## src/rtl/instr_fetch_sequencer.sv

```systemverilog
// Instruction fetch/issue sequencer: imem req/ack fetch, IR hold, next-PC select.
// Optional fetch watchdog enabled by defining FETCH_TIMEOUT_EN.
module instr_fetch_sequencer #(
  parameter int              PC_W     = 8,
  parameter logic [PC_W-1:0] RESET_PC = '0,
  parameter int              TMO_CYC  = 16
) (
  input  logic            clk,
  input  logic            rst_n,
  output logic            imem_req,
  output logic [PC_W-1:0] imem_addr,
  input  logic            imem_ack,
  input  logic [15:0]     imem_rdata,
  output logic [3:0]      opcode,
  output logic [15:0]     instr,
  output logic            instr_valid,
  input  logic            exec_done,
  input  logic [1:0]      pc_sel,
  input  logic [PC_W-1:0] br_tgt,
  input  logic [PC_W-1:0] jmp_tgt,
  input  logic [PC_W-1:0] reg_tgt,
  output logic [PC_W-1:0] pc,
  output logic [PC_W-1:0] pc_plus1,
  output logic            halted,
  output logic            fetch_err
);

  typedef enum logic [1:0] {
    S_FETCH,
    S_ISSUE,
    S_HALT
  } state_e;

  localparam logic [3:0] OP_UNDEF = 4'hD;
  localparam logic [3:0] OP_NOP   = 4'hE;
  localparam logic [3:0] OP_HLT   = 4'hF;

  state_e          state_q, state_d;
  logic [PC_W-1:0] pc_q, pc_d;
  logic [15:0]     ir_q, ir_d;
  logic [PC_W-1:0] pc_inc;
  logic [PC_W-1:0] pc_tgt;
  logic [3:0]      ir_op;
  logic            tmo_hit;

  assign pc_inc = pc_q + PC_W'(1);
  assign ir_op  = ir_q[15:12];

  always_comb begin
    pc_tgt = pc_inc;
    unique case (pc_sel)
      2'b00: pc_tgt = pc_inc;
      2'b01: pc_tgt = br_tgt;
      2'b10: pc_tgt = jmp_tgt;
      2'b11: pc_tgt = reg_tgt;
      default: pc_tgt = pc_inc;
    endcase
  end

`ifdef FETCH_TIMEOUT_EN
  localparam int CW = $clog2(TMO_CYC + 1);

  logic [CW-1:0] cnt_q, cnt_d;
  logic          err_q, err_d;

  // Count resets whenever we are outside FETCH, so each fetch starts at 0
  assign tmo_hit = (cnt_q == CW'(TMO_CYC - 1));

  always_comb begin
    cnt_d = '0;
    err_d = err_q;
    if (state_q == S_FETCH && !imem_ack) begin
      cnt_d = cnt_q + CW'(1);
      if (tmo_hit) err_d = 1'b1;
    end
  end

  always_ff @(posedge clk) begin
    if (!rst_n) begin
      cnt_q <= '0;
      err_q <= 1'b0;
    end else begin
      cnt_q <= cnt_d;
      err_q <= err_d;
    end
  end

  assign fetch_err = err_q;
`else
  logic unused_tmo;

  assign tmo_hit    = 1'b0;
  assign fetch_err  = 1'b0;
  assign unused_tmo = ^TMO_CYC;
`endif

  always_comb begin
    state_d = state_q;
    pc_d    = pc_q;
    ir_d    = ir_q;
    unique case (state_q)
      S_FETCH: begin
        if (imem_ack) begin
          ir_d    = imem_rdata;
          state_d = S_ISSUE;
        end else if (tmo_hit) begin
          state_d = S_HALT;
        end
      end
      S_ISSUE: begin
        if (ir_op == OP_HLT) begin
          state_d = S_HALT;
        end else if (ir_op == OP_UNDEF || ir_op == OP_NOP) begin
          pc_d    = pc_inc;
          state_d = S_FETCH;
        end else if (exec_done) begin
          pc_d    = pc_tgt;
          state_d = S_FETCH;
        end
      end
      S_HALT: state_d = S_HALT;
      default: state_d = S_FETCH;
    endcase
  end

  always_ff @(posedge clk) begin
    if (!rst_n) begin
      state_q <= S_FETCH;
      pc_q    <= RESET_PC;
      ir_q    <= 16'hE000;
    end else begin
      state_q <= state_d;
      pc_q    <= pc_d;
      ir_q    <= ir_d;
    end
  end

  // Reset gates the handshake combinationally so req drops immediately
  assign imem_req    = rst_n && (state_q == S_FETCH);
  assign imem_addr   = pc_q;
  assign instr_valid = rst_n && (state_q == S_ISSUE);
  assign opcode      = instr_valid ? ir_op : OP_NOP;
  assign instr       = ir_q;
  assign pc          = pc_q;
  assign pc_plus1    = pc_inc;
  assign halted      = (state_q == S_HALT);

endmodule

```

## config.mk

```make
export PLATFORM = sky130hd
export DESIGN_NAME = instr_fetch_sequencer
export DESIGN_NICKNAME = d
export VERILOG_FILES = /design/src/rtl/instr_fetch_sequencer.sv
export SDC_FILE = /design/constraint.sdc
export NUM_CORES = 1
export LEC_CHECK = 0
export CAP_MARGIN = 20
export CORE_ASPECT_RATIO = 1.1
export CORE_MARGIN = 4
export CORE_UTILIZATION = 38
export DETAILED_ROUTE_END_ITERATION = 8
export MAX_ROUTING_LAYER = met4
export PLACE_DENSITY_LB_ADDON = 0.2
export SYNTH_ARGS = -nofsm -noshare
export SYNTH_HDL_FRONTEND = slang
export SYNTH_SLANG_ARGS = --single-unit
```

## constraint.sdc

```tcl
create_clock -name clk -period 2 [get_ports clk]
set_input_delay 0.4 -clock clk [delete_from_list [all_inputs] [get_ports clk]]
set_output_delay 0.4 -clock clk [all_outputs]
set_load 0.01 [all_outputs]
```

## Word-level counts from Yosys, hierarchy flattened

Cells that the tools add are included.

- Bitwise logic cells: 1
- $mul: 0
- $add $sub $neg: 1
- Div/mod/pow operators: 0
- Equality and inequality tests: 10
- Reduce and logical (&&, ||, !) cells: 9
- Shift-type cells: 0
- Mux-type cells: 9
- $lt $le $gt $ge: 0

Operators with widths:

| cell | count |
|---|---|
| $pmux W8 S4 | 1 |
| $mux W8 | 2 |
| $eq A4 B4 Y1 const B | 3 |
| $add A8 B1 Y8 const B | 1 |
| $mux W2 | 4 |
| $eq A2 B2 Y1 const B | 3 |
| $pmux W2 S3 | 1 |
| $eq A2 B1 Y1 const B | 2 |
| $logic_not A2 Y1 | 2 |
| $mux W4 | 1 |
| $ne A4 B4 Y1 const B | 1 |
| $reduce_and A2 Y1 | 2 |
| $reduce_and A3 Y1 | 1 |
| $logic_and A1 B1 Y1 | 2 |
| $ne A2 B2 Y1 const B | 1 |
| $reduce_bool A2 Y1 | 1 |
| $logic_or A1 B1 Y1 | 1 |
| $not A1 Y1 | 1 |

- Output and inout bits: 48
- ROM bits: 0
- Memories kept: 0
- Memory bits (writable): 0
- Register bits after elaboration: 26
- Bits in latches: 0

## Logic depth before layout (Yosys ltp)

Gate-level depths: netlist of the first run.

- Word-level depth: 5
- Gate-level depth with buffers: 6
- Mapped depth without buffers: 5

## Worst setup path after synthesis of the first run

No wires, ideal clock.

- Kind: register to output
- Start point: reg pc_q[0], in the netlist imem_addr[0]
- End point: out pc_plus1[6]
- Data arrival time: 1,332 ps
- Path buffers: 0
- Cell stages (with the launch flop): 5
- Setup slack: 268 ps
- Required time: 1,600 ps
- Cell sequence: dfxtp_1 -> ha_1 -> nand2_1 -> o21a_1 -> or2_2

- Longest elaborated chain between the ends: 1

RTL lines:

| item | RTL line | source |
|---|---|---|
| start: declaration | 39 | `logic [PC_W-1:0] pc_q, pc_d;` |
| start signal: assignment | 133 | `pc_q <= pc_d;` |
| $add A8 B1 Y8 | 46 | `assign pc_inc = pc_q + PC_W'(1);` |
| end: declaration | 23 | `output logic [PC_W-1:0] pc_plus1,` |

No other way between the ends.

## Worst setup path in the final report of the first run

- Start point: reg pc_q[1], in the netlist imem_addr[1]
- End point: out pc_plus1[4]

The elaborated chain is that of the path after synthesis.

==> impl_results.md, run 1 <==
- Status: finished, final reports clean
- Routed WL: approximately 4700 um
- Crit path kind: flip-flop to output pin
- Fin util: ~68%
- Synth cell types: 46
- Total number of yosys warnings: 0
- Net count after synthesis: between 200 and 250
- Peak supply drop: 552 uV
- CTS sink cnt: 26
- Final Skew: 7.26 ps
- Largest net degree at the start of global routing: 18
- Final Worst Setup Slack: around 70 ps
- GR Util All Layers: a little under a fifth
- Antenna violations before repair: 0
- Port Buffers: between 90 and 100
- Antenna cells: 0
- Total Nets Final: 340
- GP Congestion: 0.847
- Cell total after placement: 336
- Hold Path Class: flip-flop to flip-flop
- Critical path origin: imem_addr[1]$_SDFFE_PN0P_
- Most common cell after layout, fill and taps aside: clkdlybuf4s50_1
- Share of cells above drive strength 1: a little over a fifth
- LEAKAGE: 0.00110 uW
- Area Overhead vs Synth: 71.6%
- DPL Wire Length: approximately 3700 um
- Slew headroom: roughly 65%
- Synth Register Bits: 26
- EDFF count, synth: 0
- Hold buffers post-CTS: 0
- Clock Root Buffer: clkbuf_8
- Most used routing layer in global routing: met2
- Final Instance Area: about 0.0027 mm^2
- Global route overflow: 0
- Fin crit share: 96.5%
- Worst EP arrival: between 1500 and 2000 ps
- Vias: between 1500 and 2000
- DIE HEIGHT: between 70 and 80 um
- Crit path launch type: flip-flop
- Crit Path Max Fanout: 4
- Die X: about 70 um
- Post-synth top area share: 32.7%
- Full die area: about 0.0053 mm^2
- DRC violations left: 0
- Dpl cell area: 0.00261 mm^2
- Vias in the first global route: ~1700
- Num CTS Buffers: 3
- Reg clk slew, reported paths: approximately 90 ps
- Crit path time final: 1930 ps
- Drt pass-1 iters: 4
- Critical path capture point: pc_plus1[4]
- Sequential fraction of the synthesis area: between 30 and 40%
- R2r setup slk: roughly 560 ps
- Avg Inst Size Synth: between 8 and 9 um^2
- Via/cell ratio: between 4 and 5
- Global Route met1 Usage: 19.7%
- Max Fclk: approximately 520 MHz
- Initial Util: between 30 and 40%
- Tightest Pin Transition: approximately 530 ps
- Pwr dens: 545 mW/mm^2
- CTS tree: built
- Synth Flop Type: dfxtp_1
- Core Region: between 0.003 and 0.004 mm^2
- RR Startpoint: instr[12]$_SDFFE_PN0P_
- Synth Instances: ~190
- First-pass GRT wire length: a little under 8000 um
- Initial drt markers: 99
- Cells on worst reg2reg path: 4
- Largest cells by area after synthesis: dfxtp_1 (33%), nand2_1 (9.4%), a21boi_0 (6.6%), mux2_2 (4.9%), buf_4 (4.2%)
- IO Count: 94
- H-tree depth: 1
- Fin cells: around 340
- Synth async-reset ratio: 0%
- Antenna viol nets, final: 0
- Most frequent cells in the layout: clkdlybuf4s50_1 (81), nand2_1 (40), buf_4 (23), dfxtp_1 (21), a21boi_0 (14)
- M2 GR Usage: between 30% and 40%
- Worst-skew pair later-pin latency: 270 ps
- Crit path required time: between 1500 and 2000 ps
- DR WL/cell: 13.7 um
- Final Max Tran Viols: 0
- Final hold viol count: 0
- Worst-case clock buffer depth: 2
- Met3 usage: 2.51%
- # setup viols final: 0
- Worst R2R End: imem_addr[0]$_SDFFE_PN0P_
- Cell Rows: 24
- Worst Setup End Kind: output pin
- Max_cap viols: 0
- Place WS: -292 ps
- Area leader, netlist: dfxtp_1
- Post-synthesis instance area: 0.00159 mm^2
## worst max-delay path: stages (launching register included)
cell             delay (ps)
dfxtp_4                 380
ha_2                    180
buf_4                   130
nand3_1                 120
xnor2_2                 190
clkdlybuf4s15_1         270
## registers in the layout (all words and copies together) (netlist names)
signal and count:
instr 16, state_q 2, imem_addr 8
## final cells by class
type	instances	area, um^2
Fill cell	323	1260
Timing Repair Buffer	117	1090
Multi-Input combinational cell	142	961
Sequential cell	26	532
Tap cell	52	65.1
Clock buffer	3	41.3
Clock inverter	1	30.0
Inverter	3	11.3
## per-layer routing
metal  wire (um)  share of wire, %
met5           0                 0
met4          32              0.68
met3         238               5.0
met2        2610                55
met1        1850                39
## through the flow
stage | TNS (ps) | hold WS, ps | power, uW
2_1_floorplan | 0 | 488 | 819
3_3_place_gp | -1350 | 450 | 1060
3_5_place_dp | -1380 | 459 | 1070
4_1_cts | -74.9 | 472 | 1500
5_1_grt | -18.7 | 486 | 1570
6_report | 0 | 468 | 1490
## cells by family (layout without fill, tap and decap cells)
| family | after synthesis | after routing | synth area share [%] |
|---|---|---|---|
| simple gates | 82 | 82 | 24.6 |
| compound gates | 44 | 44 | 23.8 |
| flops | 26 | 26 | 32.7 |
| buf+inv | 21 | 124 | 8.40 |
| mux | 10 | 10 | 6.83 |
| xor+xnor | 4 | 4 | 2.67 |
| fa+ha+maj | 1 | 1 | 0.785 |
| other cells | 1 | 1 | 0.235 |
## cell usage after synthesis (2+ instances only)
cell / number
a21boi_0: 14
a21oi_1: 3
a221oi_1: 3
a22o_1: 2
and2_1: 2
buf_2: 3
buf_4: 9
clkbuf_1: 4
dfxtp_1: 26
inv_1: 3
mux2_2: 7
mux2i_1: 3
nand2_1: 40
nand3_1: 9
nor2_1: 6
nor2b_1: 2
nor3_1: 9
o21a_1: 5
o22ai_1: 2
o31a_1: 2
o31ai_1: 4
or2_2: 6
xnor2_1: 2
## how the worst min path moves through the flow
stage                      startpoint                      to  cells past startpoint
2_1_floorplan  instr[10]$_SDFFE_PN0P_  instr[10]$_SDFFE_PN0P_                      2
3_3_place_gp    instr[3]$_SDFFE_PN0P_   instr[3]$_SDFFE_PN0P_                      2
3_5_place_dp    instr[6]$_SDFFE_PN0P_   instr[6]$_SDFFE_PN0P_                      2
4_1_cts         instr[3]$_SDFFE_PN0P_   instr[3]$_SDFFE_PN0P_                      2
5_1_grt         instr[3]$_SDFFE_PN0P_   instr[3]$_SDFFE_PN0P_                      2
6_report        instr[6]$_SDFFE_PN0P_   instr[6]$_SDFFE_PN0P_                      2
## repair_timing
item,4_1_cts,5_1_grt
endpoints found under the setup margin,12,4
buffers inserted,2,1
resized for setup,21,8
cloned,1,0
## where the power goes
part | switching, uW | total [uW] | leakage [uW] | internal [uW]
registers | 33.7 | 584 | 0.000216 | 550
clock network | 165 | 433 | 0.0000357 | 268
logic | 194 | 473 | 0.000848 | 279
total | 393 | 1490 | 0.00110 | 1100
Note: power is estimated with default switching activity, not from simulation.
==> inputs of run 2 (changes only) <==
--- a/config.mk
+++ b/config.mk
@@ -5,6 +5,7 @@
 export SDC_FILE = /design/constraint.sdc
 export NUM_CORES = 1
 export LEC_CHECK = 0
+export ABC_CLOCK_PERIOD_IN_PS = 2000
 export CAP_MARGIN = 20
 export CORE_ASPECT_RATIO = 1.1
 export CORE_MARGIN = 4
==> results of run 2 <==
No change in the layout: final DEF, timing and power equal those of run 1.
==> inputs of run 3 (changes only) <==
--- a/config.mk
+++ b/config.mk
@@ -16,3 +16,4 @@
 export SYNTH_ARGS = -nofsm -noshare
 export SYNTH_HDL_FRONTEND = slang
 export SYNTH_SLANG_ARGS = --single-unit
+export TNS_END_PERCENT = 30
==> impl_results.md, run 3 (synthesis results as in run 1) <==
- Share of cells above drive strength 1: 22.1% (+0.49 points)
- Crit path kind: flip-flop to output pin
- GR Util All Layers: 17.9% (-0.17 points)
- Slew headroom: 64.1% (-0.76 points)
- Drt pass-1 iters: 4 (unchanged)
- CP cell instances: ha_2 -> buf_4 -> nand3_1 -> xnor2_2 -> clkdlybuf4s15_1
- Reg clk slew, reported paths: 90 ps (about the same)
- Fin crit share: 96.6% (about the same)
- GP Congestion: 0.847 (unchanged)
- Hold Path Class: flip-flop to flip-flop
- Register area: 531 um^2 (-0.24%)
- Final hold viol count: 0 (unchanged)
- H-tree depth: 1 (unchanged)
- Worst-skew pair later-pin latency: 270 ps (about the same)
- Setup TNS: 0 ps (unchanged)
- Antenna viol nets, final: 0 (unchanged)
- Worst-case clock buffer depth: 2 (unchanged)
- DRC violations left: 0 (unchanged)
- Crit path launch type: flip-flop
- Full die area: 0.00529 mm^2 (unchanged)
- DIE HEIGHT: 75.9 um (unchanged)
- Worst EP arrival: 1530 ps (about the same)
- DR WL/cell: 13.7 um (-0.63%)
- Initial drt markers: 80 (-19%)
- Max reg flops: 16 (unchanged)
- Total Nets Final: 338 (-0.59%)
- CTS sink cnt: 26 (unchanged)
- Routed WL: 4670 um (-1.2%)
- Antenna violations before repair: 0 (unchanged)
- Slowest-stage cell, CP: dfxtp_4
- Die X: 69.7 um (unchanged)
- Logic pwr share: 31.5% (-0.2 points)
- Largest net degree at the start of global routing: 18 (unchanged)
- Pint: 1090 uW (-0.40%)
- Max Fclk: 518 MHz (about the same)
- Most frequent cells in the layout: clkdlybuf4s50_1 (80), nand2_1 (39), dfxtp_1 (22), buf_4 (22), a21boi_0 (14)
- Crit Path Max Fanout: 4 (unchanged)
- LEAKAGE: 0.00109 uW (-0.53%)
- Max_cap viols: 0 (unchanged)
- Worst Setup End Kind: output pin
- Most common cell after layout, fill and taps aside: clkdlybuf4s50_1
- Vias: 1693 (+0.12%)
- Final Max Tran Viols: 0 (unchanged)
- Net Sw Frac: 26.4% (about the same)
- Status: finished, final reports clean
- WP buf/inv: 2 (unchanged)
- Core Region: 0.00399 mm^2 (unchanged)
- Fin util: 67.7% (-0.72 points)
- Largest delay share family, worst path: buffers and inverters
- Global route overflow: 0 (unchanged)
- Peak supply drop: 553 uV (+0.17%)
- Fillers: 331 (+2.5%)
- Initial Util: 39.9% (unchanged)
- Via/cell ratio: 4.95 (+0.70%)
- IO Count: 94 (unchanged)
- Clock Root Buffer: clkbuf_8
- Vias in the first global route: 1676 (-1.1%)
- Seq pwr share: 39.3% (about the same)
- Area of the multi-input gates: 958 um^2 (-0.26%)
- Antenna cells: 0 (unchanged)
- Area Overhead vs Synth: 69.8%
- Num CTS Buffers: 3 (unchanged)
- Delay of the slowest critical-path stage: 380 ps (about the same)
- Clk pwr share: 29.3% (+0.2 points)
- Crit path time final: 1930 ps (+1.88 ps)
- CTS tree: built
- Sw Pwr: 392 uW (-0.31%)
- First-pass GRT wire length: 7640 um (-1.1%)
- Final Skew: 7.87 ps (+0.601 ps)
- Pwr dens: 549 mW/mm^2 (+0.68%)
- Tightest Pin Transition: 537 ps (+11.3 ps)
- Port Buffers: 92 (unchanged)
- Cell Rows: 24 (unchanged)
- DPL Wire Length: 3750 um (unchanged)
- # setup viols final: 0 (unchanged)
- Crit path required time: 1600 ps (about the same)
==> run 3: area by class of cell <==
cell class | instances | area share (%)
inverter | 3 | 0.416
sequential | 26 | 19.6
timing repair buffer | 115 | 39.5
multi-input combinational | 142 | 35.4
clock buffer | 3 | 1.53
clock inverter | 1 | 1.11
tap | 52 | 2.41
==> run 3: through the flow <==
step	worst slack, ps	hold WS [ps]	power (uW)	std cells	area (um^2)
2_1_floorplan	268	488	819	189	1590
3_3_place_gp	-287	450	1060	336	2610
3_5_place_dp	-292	459	1070	336	2610
6_report	68.1	467	1480	342	2710
5_1_grt	-18.7	486	1560	342	2710
4_1_cts	-74.9	472	1500	341	2700
==> run 3: worst paths after layout <==
| check | slack (ps) | start | endpoint | cells after the start |
|---|---|---|---|---|
| max | 70 | imem_addr[0]$_SDFFE_PN0P_ | pc_plus1[4] | 5 |
| min | 470 | instr[6]$_SDFFE_PN0P_ | instr[6]$_SDFFE_PN0P_ | 2 |
| max reg2reg | 570 | instr[15]$_SDFFE_PN1P_ | imem_addr[5]$_SDFFE_PN0P_ | 4 |
| min reg2reg | 470 | instr[6]$_SDFFE_PN0P_ | instr[6]$_SDFFE_PN0P_ | 2 |
==> run 3: routing by layer <==
layer | global-route usage, % | routed length [um]
met5 | - | 0
met4 | 4.02 | 43
met3 | 2.51 | 212
met2 | 33.9 | 2570
met1 | 19.5 | 1850
==> run 3: power groups by stage <==
stage	Clock, uW	Sequential [uW]	Combinational [uW]
3_3_place_gp	0	594	466
4_1_cts	443	584	471
2_1_floorplan	0	610	209
5_1_grt	464	590	510
3_5_place_dp	0	595	471
6_report	434	583	467
==> run 3: what timing repair did <==
action,CTS,global route
gates resized for setup,29,9
cloned,0,0
buffers inserted,1,1
hold buffers,0,0
setup endpoints to repair,12,5
==> run 3: worst reg2reg max path: cells and delay by family (launching register included) <==
kind               cells  cell delay, ps
AOI/OAI and AO/OA      3             730
DFF                    1             520
and+or+nand+nor        1             110
